--- config.mk ---
export PLATFORM = sky130hd
export DESIGN_NAME = fetch_unit
export DESIGN_NICKNAME = d
export VERILOG_FILES = /design/src/rtl/fetch_unit_pkg.sv /design/src/rtl/fetch_buf.sv /design/src/rtl/fetch_unit.sv
export SDC_FILE = /design/constraint.sdc
export NUM_CORES = 1
export LEC_CHECK = 0
export CORE_ASPECT_RATIO = 1.5
export CORE_MARGIN = 2
export CORE_UTILIZATION = 50
export DETAILED_ROUTE_END_ITERATION = 10
export DONT_BUFFER_PORTS = 1
export GPL_ROUTABILITY_DRIVEN = 0
export PLACE_DENSITY = 0.65
export SLEW_MARGIN = 30
export SYNTH_ARGS = -nofsm -noshare
export SYNTH_HDL_FRONTEND = slang
export SYNTH_SLANG_ARGS = --single-unit
--- constraint.sdc ---
create_clock -name clk -period 2.8 [get_ports clk]
set_input_delay 0.42 -clock clk [delete_from_list [all_inputs] [get_ports clk]]
set_output_delay 0.42 -clock clk [all_outputs]
set_load 0.1 [all_outputs]
--- src/rtl/fetch_unit_pkg.sv ---
// fetch_unit_pkg: shared fetch-side definitions (widths, NOP encoding,
// reset PC default, buffer entry layout) for the fetch unit and its buffer.
package fetch_unit_pkg;

    localparam int              XLEN             = 32;
    localparam logic [XLEN-1:0] NOP_INST         = 32'h0000_0013;  // addi x0,x0,0
    localparam logic [XLEN-1:0] RESET_PC_DEFAULT = 32'h0000_0000;
    localparam int              BUF_DEPTH        = 2;

    // One decoded-side slot: the instruction word and the PC it was fetched from.
    typedef struct packed {
        logic [XLEN-1:0] pc;
        logic [XLEN-1:0] inst;
    } fetch_entry_t;

    // Sequential next PC; wraps naturally at 2^32.
    function automatic logic [XLEN-1:0] next_pc(input logic [XLEN-1:0] pc);
        return pc + 32'd4;
    endfunction

endpackage

--- src/rtl/fetch_buf.sv ---
// fetch_buf: 2-entry in-order FIFO of {pc, inst} sitting between the
// instruction memory response path and decode. Flush empties it in one cycle;
// a push and a pop in the same cycle both take effect.
module fetch_buf
    import fetch_unit_pkg::*;
(
    input  logic         clk,
    input  logic         rst_n,
    input  logic         i_push,
    input  fetch_entry_t i_data,
    input  logic         i_pop,
    input  logic         i_flush,
    output fetch_entry_t o_head,
    output logic [1:0]   o_count
);

    fetch_entry_t w_slots [BUF_DEPTH];
    logic         r_rd_ptr;
    logic         r_wr_ptr;
    logic [1:0]   r_count;
    logic         w_push;
    logic         w_pop;

    // A pop needs an entry; a push needs a free slot or a simultaneous pop.
    assign w_pop  = i_pop && (r_count != 2'd0);
    assign w_push = i_push && ((r_count != 2'd2) || w_pop);

    genvar gi;
    generate
        for (gi = 0; gi < BUF_DEPTH; gi++) begin : g_entry
            fetch_entry_t r_entry;

            // Capture the pushed entry into the slot named by the write pointer.
            always_ff @(posedge clk or negedge rst_n) begin
                if (!rst_n) begin
                    r_entry <= '0;
                end else if (w_push && (r_wr_ptr == 1'(gi))) begin
                    r_entry <= i_data;
                end
            end

            assign w_slots[gi] = r_entry;
        end
    endgenerate

    // Pointer and occupancy bookkeeping; flush discards everything at once.
    always_ff @(posedge clk or negedge rst_n) begin
        if (!rst_n) begin
            r_rd_ptr <= 1'b0;
            r_wr_ptr <= 1'b0;
            r_count  <= 2'd0;
        end else if (i_flush) begin
            r_rd_ptr <= 1'b0;
            r_wr_ptr <= 1'b0;
            r_count  <= 2'd0;
        end else begin
            if (w_push) begin
                r_wr_ptr <= ~r_wr_ptr;
            end
            if (w_pop) begin
                r_rd_ptr <= ~r_rd_ptr;
            end
            r_count <= r_count + {1'b0, w_push} - {1'b0, w_pop};
        end
    end

    assign o_head  = w_slots[r_rd_ptr];
    assign o_count = r_count;

endmodule

--- src/rtl/fetch_unit.sv ---
// fetch_unit: sequential instruction fetch with a 2-entry decode buffer,
// request throttling (inflight + buffered <= 2) and branch redirect that
// drops responses still in flight from the old path.
// Optional feature macro: FETCH_MISALIGN_CHK_EN adds misalign_o and halts
// fetching after a redirect to a non-word-aligned target; without it the
// low two address bits are forced to zero.
module fetch_unit
    import fetch_unit_pkg::*;
#(
    parameter logic [XLEN-1:0] RESET_PC = RESET_PC_DEFAULT
) (
    input  logic            clk,
    input  logic            rst_n,
    output logic            req_valid_o,
    input  logic            req_ready_i,
    output logic [XLEN-1:0] req_addr_o,
    input  logic            rsp_valid_i,
    input  logic [XLEN-1:0] rsp_data_i,
    output logic [XLEN-1:0] inst_o,
    output logic [XLEN-1:0] pc_o,
    output logic            inst_valid_o,
    input  logic            id_ready_i,
    input  logic            branch_i,
    input  logic [XLEN-1:0] branch_target_i
`ifdef FETCH_MISALIGN_CHK_EN
    ,
    output logic            misalign_o
`endif
);

    logic [XLEN-1:0] r_fetch_pc;   // address of the next request
    logic [XLEN-1:0] r_resp_pc;    // PC belonging to the next kept response
    logic [1:0]      r_inflight;   // accepted requests not yet answered
    logic [1:0]      r_drop;       // stale responses still to be discarded
    logic [1:0]      w_count;
    fetch_entry_t    w_head;
    fetch_entry_t    w_push_data;
    logic            w_stop;
    logic            w_req_fire;
    logic            w_rsp;
    logic            w_keep;
    logic            w_pop;
    logic [XLEN-1:0] w_target;

`ifdef FETCH_MISALIGN_CHK_EN
    logic r_misalign;

    assign w_target   = branch_target_i;
    assign w_stop     = r_misalign;
    assign misalign_o = r_misalign;
    assign req_addr_o = r_fetch_pc;

    // A redirect to a misaligned target stops fetching until reset.
    always_ff @(posedge clk or negedge rst_n) begin
        if (!rst_n) begin
            r_misalign <= 1'b0;
        end else if (branch_i && (branch_target_i[1:0] != 2'b00)) begin
            r_misalign <= 1'b1;
        end
    end
`else
    logic w_unused;

    // Targets are word-aligned on entry so pc_o matches the address fetched.
    assign w_target   = {branch_target_i[XLEN-1:2], 2'b00};
    assign w_stop     = 1'b0;
    assign req_addr_o = {r_fetch_pc[XLEN-1:2], 2'b00};
    assign w_unused   = ^{branch_target_i[1:0], r_fetch_pc[1:0]};
`endif

    assign inst_valid_o = (w_count != 2'd0);
    assign pc_o         = inst_valid_o ? w_head.pc : '0;
    assign inst_o       = inst_valid_o ? w_head.inst : NOP_INST;

    // Only request when every possible response already has a buffer slot.
    assign req_valid_o = rst_n && !branch_i && !w_stop &&
                         (({1'b0, r_inflight} + {1'b0, w_count}) < 3'd2);
    assign w_req_fire  = req_valid_o && req_ready_i;

    // A response with nothing outstanding is not ours (e.g. pre-reset traffic).
    assign w_rsp       = rsp_valid_i && (r_inflight != 2'd0);
    assign w_keep      = w_rsp && (r_drop == 2'd0) && !branch_i;
    assign w_pop       = inst_valid_o && id_ready_i;
    assign w_push_data = {r_resp_pc, rsp_data_i};

    fetch_buf u_buf (
        .clk     (clk),
        .rst_n   (rst_n),
        .i_push  (w_keep),
        .i_data  (w_push_data),
        .i_pop   (w_pop),
        .i_flush (branch_i),
        .o_head  (w_head),
        .o_count (w_count)
    );

    // Fetch/response PCs, outstanding-request count and stale-drop count.
    always_ff @(posedge clk or negedge rst_n) begin
        if (!rst_n) begin
            r_fetch_pc <= RESET_PC;
            r_resp_pc  <= RESET_PC;
            r_inflight <= 2'd0;
            r_drop     <= 2'd0;
        end else begin
            r_inflight <= r_inflight + {1'b0, w_req_fire} - {1'b0, w_rsp};
            if (branch_i) begin
                // Everything outstanding belongs to the old path; a response
                // arriving right now is already being discarded.
                r_fetch_pc <= w_target;
                r_resp_pc  <= w_target;
                r_drop     <= r_inflight - {1'b0, w_rsp};
            end else begin
                if (w_req_fire) begin
                    r_fetch_pc <= next_pc(r_fetch_pc);
                end
                if (w_keep) begin
                    r_resp_pc <= next_pc(r_resp_pc);
                end
                if (w_rsp && (r_drop != 2'd0)) begin
                    r_drop <= r_drop - 2'd1;
                end
            end
        end
    end

endmodule

# Yosys cells after proc, flatten, opt, wreduce, memory -nomap -nowiden
# Index checks and enable logic that the tools add are counted.
[totals]
inputBits = 70
wordCells = 65
out_inout_bits = 98
regBits = 200
[classes]
addsub = 9
muxes = 16
eq_ne = 1
magnitude_cmp = 2
bitwise_logic = 3
n_reduce_logical = 23
[ops]
columns = ["operator", "n"]
rows = [
  ["$mux W32", 6],
  ["$mux W64", 3],
  ["$add A32 B3 Y32 const B", 2],
  ["$reduce_bool A2 Y1", 8],
  ["$logic_and A1 B1 Y1", 12],
  ["$mux W2", 3],
  ["$sub A2 B1 Y2", 3],
  ["$add A2 B1 Y2", 2],
  ["$mux W1", 4],
  ["$add A2 B2 Y3", 1],
  ["$lt A3 B2 Y1 const B", 1],
  ["$ge A2 B2 Y1 const B", 1],
  ["$logic_not A2 Y1", 1],
  ["$ne A2 B2 Y1 const B", 1],
  ["$not A1 Y1", 2],
  ["$not A1 Y2", 1],
  ["$sub A2 B1 Y2 const B", 1],
  ["$logic_not A1 Y1", 1],
  ["$logic_or A1 B1 Y1", 1],
]

# Longest topological paths before layout
# Gate-level depths: netlist of the first run.
[logic_depth]
ltp_word = 8
depth_mapped = 12
ltp_nobuf = 11

# By module
# From an unflattened synthesis of the first run, not the netlist that was laid out.
[hier_totals]
hier_cells = 871
hier_area_um2 = 10687.8
[modules_own_cells]
columns = ["module", "seq_area_each_um2", "cells_each", "area_each_um2", "instances"]
rows = [
  ["fetch_buf", 3303.2, 361, 6291.0, 1],
  ["fetch_unit", 1601.5, 510, 4396.7, 1],
]

# Least setup slack after synthesis of the first run
# No wires, ideal clock.
[synth_path]
path_type = "register to output"
start = "register u_buf.r_rd_ptr"
end = "output port inst_o[10]"
n_path_buf = 2
required_time_ns = 2.380
stages_incl_launch_ff = 5
t_arrival_ns = 2.478
slack_ns = -0.098
path_cell_list = "dfrtp_1 clkbuf_1 buf_1 mux2i_1 nor2_1"
[synth_between]
elab_chain_len = 5
[synth_rtl]
columns = ["element", "line_no", "source"]
rows = [
  ["from (decl)", "fetch_buf.sv:18", "logic r_rd_ptr;"],
  ["from (signal assigned)", "fetch_buf.sv:61", "r_rd_ptr <= ~r_rd_ptr;"],
  ["$not A1 Y2 (not written as such)", "fetch_buf.sv:67", "assign o_head = w_slots[r_rd_ptr];"],
  ["$mux W64 (not written as such) (3 in a row)", "fetch_buf.sv:67", ""],
  ["$mux W32", "fetch_unit.sv:73", "assign inst_o = inst_valid_o ? w_head.inst : NOP_INST;"],
  ["to (decl)", "fetch_unit.sv:19", "output logic [XLEN-1:0] inst_o,"],
]
# No other way between the ends. The select of a mux whose other input is x is not followed.

# Worst setup path after layout of the first run
[layout_path]
start = "register u_buf.r_count[0] (netlist: u_buf.o_count[0])"
end = "output port req_valid_o"
[layout_between]
elab_chain_len = 3
[layout_rtl]
columns = ["element", "line_no", "source"]
rows = [
  ["from (decl)", "fetch_buf.sv:20", "logic [1:0] r_count;"],
  ["from (signal assigned)", "fetch_buf.sv:63", "r_count <= r_count + {1'b0, w_push} - {1'b0, w_pop};"],
  ["$add A2 B2 Y3", "fetch_unit.sv:77", "(({1'b0, r_inflight} + {1'b0, w_count}) < 3'd2);"],
  ["$lt A3 B2 Y1", "fetch_unit.sv:77", ""],
  ["$logic_and A1 B1 Y1", "fetch_unit.sv:76", "assign req_valid_o = rst_n && !branch_i && !w_stop &&"],
  ["to (decl)", "fetch_unit.sv:14", "output logic req_valid_o,"],
]
# No other way between the ends.

==> impl_metrics.csv, run 1 <==
group,metric,value,unit
detailed_routing,drtAntennaViolNets,0,
die,io_pins,168,
die,dieHeight,172,um
timing,hold_viol_final,192,
timing,fmax,368,MHz
clock_network,cts.path.max_buffers,2,
worst_setup_path,cp.arrival,2.30,ns
clock_network,cts-root-buf,"clkbuf_16",
die,die_x,116,um
cells_and_area,n_antenna_cell,0,
die,die_area,0.0198,mm2
pwr,p_sw_share,47.1,%
cells_and_area,mostFrequentLayoutCells,"191 x dfrtp_1, 129 x mux2_2, 108 x buf_4, 65 x mux2i_1, 59 x nor2_2",
logic_synthesis,ys_seq_elements,192,
pwr,p_leak,4.86,nW
worst_setup_path,cp-startpoint,"u_buf.o_count[0]$_DFF_PN0_",
worst_setup_path,cp-start-kind,"flip-flop",
detailed_routing,drc,0,
cells_and_area,layoutNonFillerInstCount,1167,
pwr,worst_ir_drop_vdd,524,uV
place,place_inst,1135,
die,core-area,0.0185,mm2
pwr,pwr_density_cell,1250,mW/mm2
die,rows,61,
pwr,clockPowerShare,18.6,%
pwr,p_seq_share,31.0,%
outcome,outcome,"finished with violations",
global_routing,grt_usage,22.1,%
logic_synthesis,syn_avg_cell_area,11.5,um2
cells_and_area,fin_util,60.8,%
pwr,power,14.1,mW
clock_network,numCtsBuffers,17,
worst_setup_path,r2r_end,"r_fetch_pc[21]$_DFFE_PN0P_",
worst_setup_path,required,2.38,ns
logic_synthesis,syn_inst,810,
place,hpwl,15000,um
timing,period_minus_slack,2.72,ns
timing,skew,0.0136,ns
flow_run,maxCapViolations,0,
worst_setup_path,r2r-start,"u_buf.o_count[0]$_DFF_PN0_",
clock_network,h-tree-depth,4,
timing,fin_hold_ws,-0.319,ns
detailed_routing,drt_pass1_iterations,6,
logic_synthesis,ys_seq_area_share,51.4,%
global_routing,antenna_found_initial,0,
outcome,violations,"hold timing",
pwr,p_int,7.43,mW
detailed_routing,wire_per_inst,18.2,um
cells_and_area,num-fill-cells,1571,
timing,period_share,97.0,%
detailed_routing,wl,21300,um
timing,slew_headroom,36.4,%
timing,slew_viol_final,0,
cells_and_area,regArea,0.00481,mm2
clock_network,postCtsSetupBuffers,0,
logic_synthesis,asyncSetResetFlopFracSynth,100,%
timing,worst_pin_slew,0.954,ns
worst_setup_path,r2r_setup_slack,0.13,ns
cells_and_area,area_growth_syn_to_layout,20.1,%
die,initial_utilization,50.6,%
detailed_routing,dr.first_iter.drc_count,320,
place,port_buffers,0,
clock_network,cts_resized,0,
clock_network,clkSinkCount,192,
clock_network,clk_pin_slew,0.07,ns
logic_synthesis,syn_area,0.00935,mm2
cells_and_area,nNetsFinal,981,
hold_path,hp-class,"input port to asynchronous set/reset pin",
pwr,p_comb_share,50.4,%
global_routing,grt_max_degree,194,
global_routing,grt_pass1_vias,6900,
cells_and_area,drive_gt1_share,38.7,%
timing,rsz0062_at_grt,"false",
logic_synthesis,synth.distinct_cells,55,
clock_network,clk_latency,0.43,ns
worst_setup_path,cp-end-kind,"output port",
clock_network,cts_tree,"built",
cells_and_area,layout_commonest_cell,"dfrtp_1",
cells_and_area,multi_input_area,0.00443,mm2
worst_setup_path,worstRegToRegCells,9,
global_routing,globalRouteOverflowTotal,0,
worst_setup_path,critical_path_class,"flip-flop to output port",
timing,setup_viol,0,
global_routing,grt_pass1_wl,34300,um
detailed_routing,vias_per_cell,5.58,
detailed_routing,num_vias,6517,
worst_setup_path,endpoint,"req_valid_o",
pwr,switchingPower,6.62,mW
logic_synthesis,synthFlopType,"dfrtp_1",
worst_setup_path,worst-path-max-fanout,5,
logic_synthesis,synth_warnings,0,
timing,tns,0,ns
logic_synthesis,synth-edff-count,0,
power by group through the flow:
stage	clock [mW]	sequential, mW	combinational, mW
after global routing	2.82	4.47	7.44
after global placement	0	4.32	6.98
after detailed placement	0	4.41	7.12
after CTS	2.68	4.36	7.14
final	2.61	4.36	7.08
after floorplan	0	4.66	5.30
critical path: stages, from the launching register on:
cell,delay [ns]
dfrtp_1,0.35
inv_1,0.06
nor2_1,0.13
fa_1,0.44
or4b_4,0.58
inv_1,0.14
buf_12,0.18
layout make-up:
class                   count  area share (%)
well taps                 252            2.81
inverters                  19           0.646
clock buffers              19            3.94
repair buffers            116            8.64
clock inverters            13            1.77
flip-flops and latches    192            42.8
multi-input cells         556            39.4
flip-flops by register name, summed over array words and instances (netlist names):
| register | count |
|---|---|
| u_buf.g_entry.r_entry | 124 |
| r_fetch_pc | 30 |
| r_resp_pc | 30 |
| r_drop | 2 |
| r_inflight | 2 |
| u_buf.o_count | 2 |
| u_buf.r_rd_ptr | 1 |
| u_buf.r_wr_ptr | 1 |
per-stage QoR:
stage / worst slack (ns) / cell area (um2)
CTS: 0.0425 / 11200
detailed placement: 0.110 / 10600
global placement: 0.158 / 10600
floorplan: 0.00273 / 9510
finish: 0.0836 / 11200
global route: 0.0000220 / 11200
layer usage:
metal / wire (um) / global-route usage, % / vias to the layer above
met3: 1270 / 5.50 / 22
met4: 221 / 6.21 / 0
met2: 11200 / 39.7 / 189
met1: 8530 / 25.9 / 3261
li1: - / - / 3045
met5: 0 / 0 / -
cell usage after synthesis, types with 4 or more instances:
library cell / count / share of area, %
a31oi_1: 5 / 0.33
dfrtp_1: 192 / 51
a21oi_1: 9 / 0.48
mux2i_1: 65 / 7.0
o211ai_1: 10 / 0.80
o21ai_0: 34 / 1.8
nor3_1: 6 / 0.32
buf_4: 10 / 0.80
mux2_2: 129 / 16
nand3_1: 26 / 1.4
xor2_1: 21 / 2.0
mux2_1: 5 / 0.60
inv_1: 17 / 0.68
buf_1: 8 / 0.32
ha_1: 8 / 1.1
nand2_1: 50 / 2.0
and2_1: 7 / 0.47
xnor2_1: 21 / 2.0
clkbuf_1: 17 / 0.68
and3_1: 10 / 0.67
buf_2: 11 / 0.59
nand4_1: 26 / 1.7
nor2_1: 78 / 3.1
o311ai_0: 4 / 0.37
how the worst min path moves through the flow:
stage / to / slack (ns)
floorplan: r_drop[0]$_DFFE_PN0P_ / 0.12
finish: u_buf.g_entry[0].r_entry[31]$_DFFE_PN0P_ / -0.32
global placement: u_buf.g_entry[1].r_entry[29]$_DFFE_PN0P_ / 0.13
global route: u_buf.g_entry[1].r_entry[29]$_DFFE_PN0P_ / -0.35
CTS: r_resp_pc[5]$_DFFE_PN0N_ / -0.33
detailed placement: u_buf.g_entry[0].r_entry[30]$_DFFE_PN0P_ / 0.13
logic make-up (layout without fill, tap and decap cells):
| family | Yosys count | count (layout) | share of synthesized area [%] |
|---|---|---|---|
| AOI/OAI and AO/OA | 76 | 76 | 5.22 |
| xor gates and xnor gates | 42 | 42 | 3.93 |
| adders and majority gates | 9 | 9 | 1.28 |
| buffers and inverters | 65 | 167 | 3.16 |
| DFF | 192 | 192 | 51.4 |
| muxes | 199 | 199 | 23.1 |
| other | 1 | 4 | 0.0401 |
| and+or+nand+nor | 226 | 226 | 11.9 |
Power figures use the tool's default switching activity.
==> run 2, diff against run 1 <==
--- a/config.mk
+++ b/config.mk
@@ -5,6 +5,7 @@
 export SDC_FILE = /design/constraint.sdc
 export NUM_CORES = 1
 export LEC_CHECK = 0
+export ABC_AREA = 1
 export CORE_ASPECT_RATIO = 1.5
 export CORE_MARGIN = 2
 export CORE_UTILIZATION = 50
==> impl_metrics.csv, run 2 <==
group,metric,value,unit
worst_setup_path,cp-end-kind,"output port",
logic_synthesis,synthTopCellsByCount,"413 x nand2_1, 192 x dfrtp_1, 174 x inv_1",
worst_setup_path,cp.arrival,2.02,ns
timing,period_minus_slack,2.44,ns
clock_network,cts_tree,"built",
cells_and_area,reg_top3,"u_buf.g_entry.r_entry (124), r_fetch_pc (30), r_resp_pc (30)",
cells_and_area,regArea,0.00481,mm2
clock_network,numCtsBuffers,17,
flow_run,maxCapViolations,0,
global_routing,grt_pass1_vias,8699,
logic_synthesis,asyncSetResetFlopFracSynth,100,%
worst_setup_path,critical_path_class,"flip-flop to output port",
clock_network,h-tree-depth,4,
cells_and_area,drive_gt1_share,15.1,%
global_routing,grt_usage,25.5,%
die,initial_utilization,50.9,%
timing,skew,0.00936,ns
outcome,violations,"hold timing",
place,port_buffers,0,
hold_path,hp-class,"input port to asynchronous set/reset pin",
timing,slew_headroom,38.3,%
cells_and_area,n_antenna_cell,0,
place,hpwl,18500,um
timing,slew_viol_final,0,
worst_setup_path,cp-start-kind,"flip-flop",
pwr,pwr_density_cell,1200,mW/mm2
worst_setup_path,worst-path-max-fanout,43,
die,dieHeight,177,um
clock_network,clkSinkCount,192,
clock_network,clk_pin_slew,0.07,ns
timing,hold_viol_final,192,
logic_synthesis,synth.distinct_cells,35,
cells_and_area,mostFrequentLayoutCells,"413 x nand2_1, 191 x dfrtp_1, 172 x inv_1, 169 x o21ai_0, 105 x buf_4",
timing,worst_pin_slew,0.925,ns
logic_synthesis,yosys.area.top_type,"dfrtp_1",
detailed_routing,drtAntennaViolNets,0,
cells_and_area,num-fill-cells,1865,
clock_network,postCtsSetupBuffers,0,
timing,fin_hold_ws,-0.318,ns
logic_synthesis,syn_avg_cell_area,7.43,um2
logic_synthesis,ys_seq_elements,192,
detailed_routing,num_vias,8938,
logic_synthesis,synthFlopType,"dfrtp_1",
cells_and_area,largest_register_ffs,124,
cells_and_area,layout_commonest_cell,"nand2_1",
logic_synthesis,syn_inst,1348,
die,rows,63,
worst_setup_path,r2r-start,"r_inflight[0]$_DFF_PN0_",
detailed_routing,drc,0,
clock_network,cts_resized,0,
logic_synthesis,ys_seq_area_share,47.9,%
worst_setup_path,r2r_setup_slack,0.42,ns
logic_synthesis,synth_top_area_share,47.9,%
detailed_routing,wire_per_inst,15.5,um
global_routing,grt_pass1_wl,43200,um
pwr,power,14.1,mW
die,io_pins,168,
outcome,outcome,"finished with violations",
logic_synthesis,syn_area,0.0100,mm2
worst_setup_path,r2r_end,"r_fetch_pc[18]$_DFFE_PN0P_",
pwr,p_leak,5.71,nW
clock_network,cts-root-buf,"clkbuf_16",
detailed_routing,wl,26200,um
logic_synthesis,synth_warnings,0,
global_routing,grt_max_degree,194,
logic_synthesis,synth-edff-count,0,
worst_setup_path,worstRegToRegCells,12,
detailed_routing,vias_per_cell,5.30,
logic_synthesis,synth_most_common_cell,"nand2_1",
timing,setup_viol,0,
detailed_routing,drt_pass1_iterations,5,
global_routing,globalRouteOverflowTotal,0,
pwr,worst_ir_drop_vdd,677,uV
cells_and_area,multi_input_area,0.00447,mm2
timing,fmax,409,MHz
cells_and_area,area_growth_syn_to_layout,17.0,%
worst_setup_path,cp-startpoint,"u_buf.o_count[1]$_DFF_PN0_",
die,die_x,120,um
detailed_routing,dr.first_iter.drc_count,737,
cells_and_area,top_register,"u_buf.g_entry.r_entry",
worst_setup_path,required,2.38,ns
global_routing,antenna_found_initial,0,
timing,rsz0062_at_grt,"false",
die,die_area,0.0212,mm2
timing,period_share,87.3,%
logic_synthesis,synthTopCellsByArea,"dfrtp_1 48%, nand2_1 15%, o21ai_0 8.6%",
die,core-area,0.0197,mm2
cells_and_area,nNetsFinal,1494,
clock_network,clk_latency,0.43,ns
clock_network,cts.path.max_buffers,2,
## run 2: cell types whose count changed in the layout (fill, tap and decap cells not counted), sizes merged, moves of 8 or more
cell,change
mux2,-134
nand3,+51
nor3,+8
mux2i,-65
xor2,-10
a21oi,+69
nor2,-8
o21ai,+162
and3,-10
nand2,+365
inv,+156
xnor2,-17
nand4,-18
## run 2: stage by stage
step                      utilization (%)  setup slack, ns  area [um2]  std cells  setup TNS [ns]
after floorplan                         -           -0.446       10300       1351           -1.34
after global placement               56.7            0.495       11200       1656               0
after detailed placement             56.7            0.447       11200       1656               0
after CTS                            59.5            0.304       11700       1688               0
after global routing                 59.5            0.178       11700       1688               0
final                                59.5            0.355       11700       1688               0
## run 2: worst max-delay path by stage
stage / endpoint / slack, ns / cells after the start
floorplan: inst_o[0] / -0.45 / 3
global placement: r_fetch_pc[24]$_DFFE_PN0P_ / 0.50 / 13
detailed placement: r_fetch_pc[18]$_DFFE_PN0P_ / 0.45 / 12
CTS: pc_o[10] / 0.30 / 7
global route: pc_o[5] / 0.18 / 7
finish: pc_o[10] / 0.36 / 7
## run 2: worst max-delay path: stages (launching register included)
cell and delay (ns):
dfrtp_1 0.43, nor2_1 0.07, buf_4 0.16, inv_2 0.08, buf_12 0.20, o21ai_0 0.14
a21oi_2 0.19, buf_4 0.32
## run 2: power breakdown
part	switching (mW)	total (mW)	internal, mW
logic	5.61	7.26	1.65
clock network	1.12	2.36	1.25
registers	0.639	4.46	3.82
total	7.37	14.1	6.72
## run 2: layout make-up
cell class / instances / share of cell area (%)
Clock buffer: 19 / 3.69
Clock inverter: 13 / 1.11
Inverter: 176 / 5.71
Multi-Input combinational cell: 918 / 38.1
Sequential cell: 192 / 41.0
Tap cell: 260 / 2.77
Timing Repair Buffer: 110 / 7.57
## run 2: layer usage
metal / vias up / wire length [um] / GRT usage, %
met5: - / 0 / 0
met4: 0 / 674 / 9.41
met3: 44 / 1480 / 4.69
met2: 264 / 13000 / 44.0
met1: 4203 / 11100 / 31.8
li1: 4427 / - / -
## run 2: cells by family after synthesis
kind of cell | share of synthesized area [%]
adders and majority gates | 1.20
AOI/OAI and AO/OA | 15.7
and+or+nand+nor | 23.9
buffers and inverters | 9.84
xor gates and xnor gates | 1.31
other | 0.0374
DFF | 47.9
==> run 3, diff against run 2 <==
--- a/config.mk
+++ b/config.mk
@@ -6,6 +6,7 @@
 export NUM_CORES = 1
 export LEC_CHECK = 0
 export ABC_AREA = 1
+export ABC_CLOCK_PERIOD_IN_PS = 2800
 export CORE_ASPECT_RATIO = 1.5
 export CORE_MARGIN = 2
 export CORE_UTILIZATION = 50
==> constraint.sdc (replaced) <==
create_clock -name clk -period 2.8 [get_ports clk]
set_input_delay 0.42 -clock clk [delete_from_list [all_inputs] [get_ports clk]]
set_output_delay 0.42 -clock clk [all_outputs]
set_load 0.005 [all_outputs]
==> impl_metrics.csv, run 3 (synthesis gave the netlist of run 2 again) <==
group,metric,value,unit
outcome,outcome,"finished with violations",
outcome,violations,"hold timing",
timing,tns,0,ns
global_routing,antenna_found_initial,0,
die,initial_utilization,50.9,%
timing,period_share,84.9,%
global_routing,grt_max_degree,194,
die,io_pins,168,
die,die_x,120,um
pwr,p_comb_share,29.4,%
cells_and_area,layoutNonFillerInstCount,1593,
worst_setup_path,critical_path_class,"flip-flop to output port",
worst_setup_path,required,2.38,ns
global_routing,globalRouteOverflowTotal,0,
detailed_routing,drt_pass1_iterations,5,
hold_path,hp-class,"input port to asynchronous set/reset pin",
cells_and_area,nNetsFinal,1400,
pwr,p_leak,5.26,nW
cells_and_area,drive_gt1_share,4.05,%
clock_network,clkSinkCount,192,
cells_and_area,layout_commonest_cell,"nand2_1",
timing,hold_viol_final,192,
timing,setup_viol,0,
cells_and_area,area_growth_syn_to_layout,7.09,%
pwr,p_sw_share,37.1,%
worst_setup_path,worstRegToRegCells,10,
timing,slew_viol_final,0,
timing,fmax,421,MHz
place,port_buffers,0,
detailed_routing,wl,25500,um
clock_network,cts_tree,"built",
clock_network,clk_latency,0.43,ns
detailed_routing,vias_per_cell,5.30,
die,die_area,0.0212,mm2
timing,slew_headroom,66.1,%
cells_and_area,num-fill-cells,1951,
pwr,p_seq_share,46.7,%
detailed_routing,drtAntennaViolNets,0,
global_routing,grt_pass1_vias,7996,
detailed_routing,dr.first_iter.drc_count,595,
cells_and_area,largest_register_ffs,124,
detailed_routing,wire_per_inst,16.0,um
pwr,clockPowerShare,23.9,%
die,dieHeight,177,um
timing,worst_pin_slew,0.506,ns
pwr,pwr_density_cell,900,mW/mm2
pwr,switchingPower,3.58,mW
timing,fin_hold_ws,-0.314,ns
detailed_routing,num_vias,8448,
clock_network,clk_pin_slew,0.06,ns
clock_network,cts.path.max_buffers,2,
die,rows,63,
worst_setup_path,cp-end-kind,"output port",
clock_network,numCtsBuffers,17,
worst_setup_path,worst-path-max-fanout,49,
global_routing,grt_pass1_wl,41500,um
cells_and_area,reg_top3,"u_buf.g_entry.r_entry (124), r_fetch_pc (30), r_resp_pc (30)",
worst_setup_path,cp.arrival,1.96,ns
cells_and_area,top_register,"u_buf.g_entry.r_entry",
clock_network,cts_resized,0,
pwr,worst_ir_drop_vdd,472,uV
detailed_routing,drc,0,
cells_and_area,mostFrequentLayoutCells,"413 x nand2_1, 191 x dfrtp_1, 174 x inv_1, 172 x o21ai_0",
clock_network,h-tree-depth,4,
timing,skew,0.0127,ns
die,core-area,0.0197,mm2
timing,rsz0062_at_grt,"false",
worst_setup_path,cp-start-kind,"flip-flop",
cells_and_area,n_antenna_cell,0,
flow_run,maxCapViolations,0,
timing,period_minus_slack,2.38,ns
global_routing,grt_usage,24.6,%
place,hpwl,17900,um
clock_network,cts-root-buf,"clkbuf_16",
pwr,p_int,6.08,mW
clock_network,postCtsSetupBuffers,0,
place,place_inst,1562,
==> run 3: cell count changes in the layout (fill, tap and decap cells not counted), moves of 2 or more <==
cell	before	now
inv_6	3	0
inv_1	172	174
buf_4	105	15
clkbuf_8	0	7
clkbuf_1	2	4
o21ai_0	169	172
a21oi_2	59	0
buf_12	5	1
clkinvlp_4	6	1
a21oi_1	19	78
inv_8	2	0
o21ai_2	4	1
==> run 3: critical path: stages, from the launching register on <==
cell     delay [ns]
dfrtp_4        0.72
buf_4          0.43
o21ai_0        0.15
a21oi_1        0.22
==> run 3: final timing paths <==
check / startpoint / end / slack (ns)
setup / recovery: u_buf.r_rd_ptr$_DFFE_PN0P_ / inst_o[19] / 0.42
min in group clk: branch_i / u_buf.o_count[0]$_DFF_PN0_ / 0.05
hold / removal: rst_n / u_buf.g_entry[1].r_entry[24]$_DFFE_PN0P_ / -0.31
hold reg to reg: u_buf.g_entry[0].r_entry[7]$_DFFE_PN0P_ / u_buf.g_entry[0].r_entry[7]$_DFFE_PN0P_ / 0.46
max in group asynchronous: rst_n / u_buf.g_entry[0].r_entry[55]$_DFFE_PN0P_ / 2.69
setup reg to reg: r_inflight[1]$_DFF_PN0_ / r_fetch_pc[18]$_DFFE_PN0P_ / 0.56
==> run 3: through the flow <==
step	hold WS (ns)	total power, mW	cell area [um2]	setup slack, ns	util, %
floorplan	0.124	6.60	10000	0.653	-
global placement	0.128	7.30	10200	0.610	51.6
detailed placement	0.129	7.42	10200	0.590	51.6
CTS	-0.332	9.76	10700	0.410	54.5
global route	-0.331	10.5	10700	0.294	54.5
finish	-0.314	9.66	10700	0.423	54.5
==> run 3: final cells by class <==
type	instances	area, um2	share of cell area, %
clock buffers	28	537	5.00
clock inverters	3	21.3	0.198
inverters	176	666	6.20
multi-input cells	918	4240	39.5
flip-flops and latches	192	4810	44.8
well taps	260	325	3.03
repair buffers	16	133	1.24
==> run 3: metal layers <==
metal | track usage, % | vias up | routed length (um)
li1 | - | 4247 | -
met1 | 31.5 | 3895 | 10800
met2 | 41.4 | 261 | 12400
met3 | 5.04 | 45 | 1580
met4 | 9.12 | 0 | 643
met5 | 0 | - | 0
==> run 3: power by group through the flow <==
| stage | sequential [mW] | clock, mW | combinational, mW |
|---|---|---|---|
| 3_3_place_gp | 4.53 | 0 | 2.78 |
| 3_5_place_dp | 4.56 | 0 | 2.86 |
| 5_1_grt | 4.66 | 2.47 | 3.33 |
| 2_1_floorplan | 4.31 | 0 | 2.28 |
| 4_1_cts | 4.51 | 2.37 | 2.88 |
| 6_report | 4.51 | 2.31 | 2.84 |
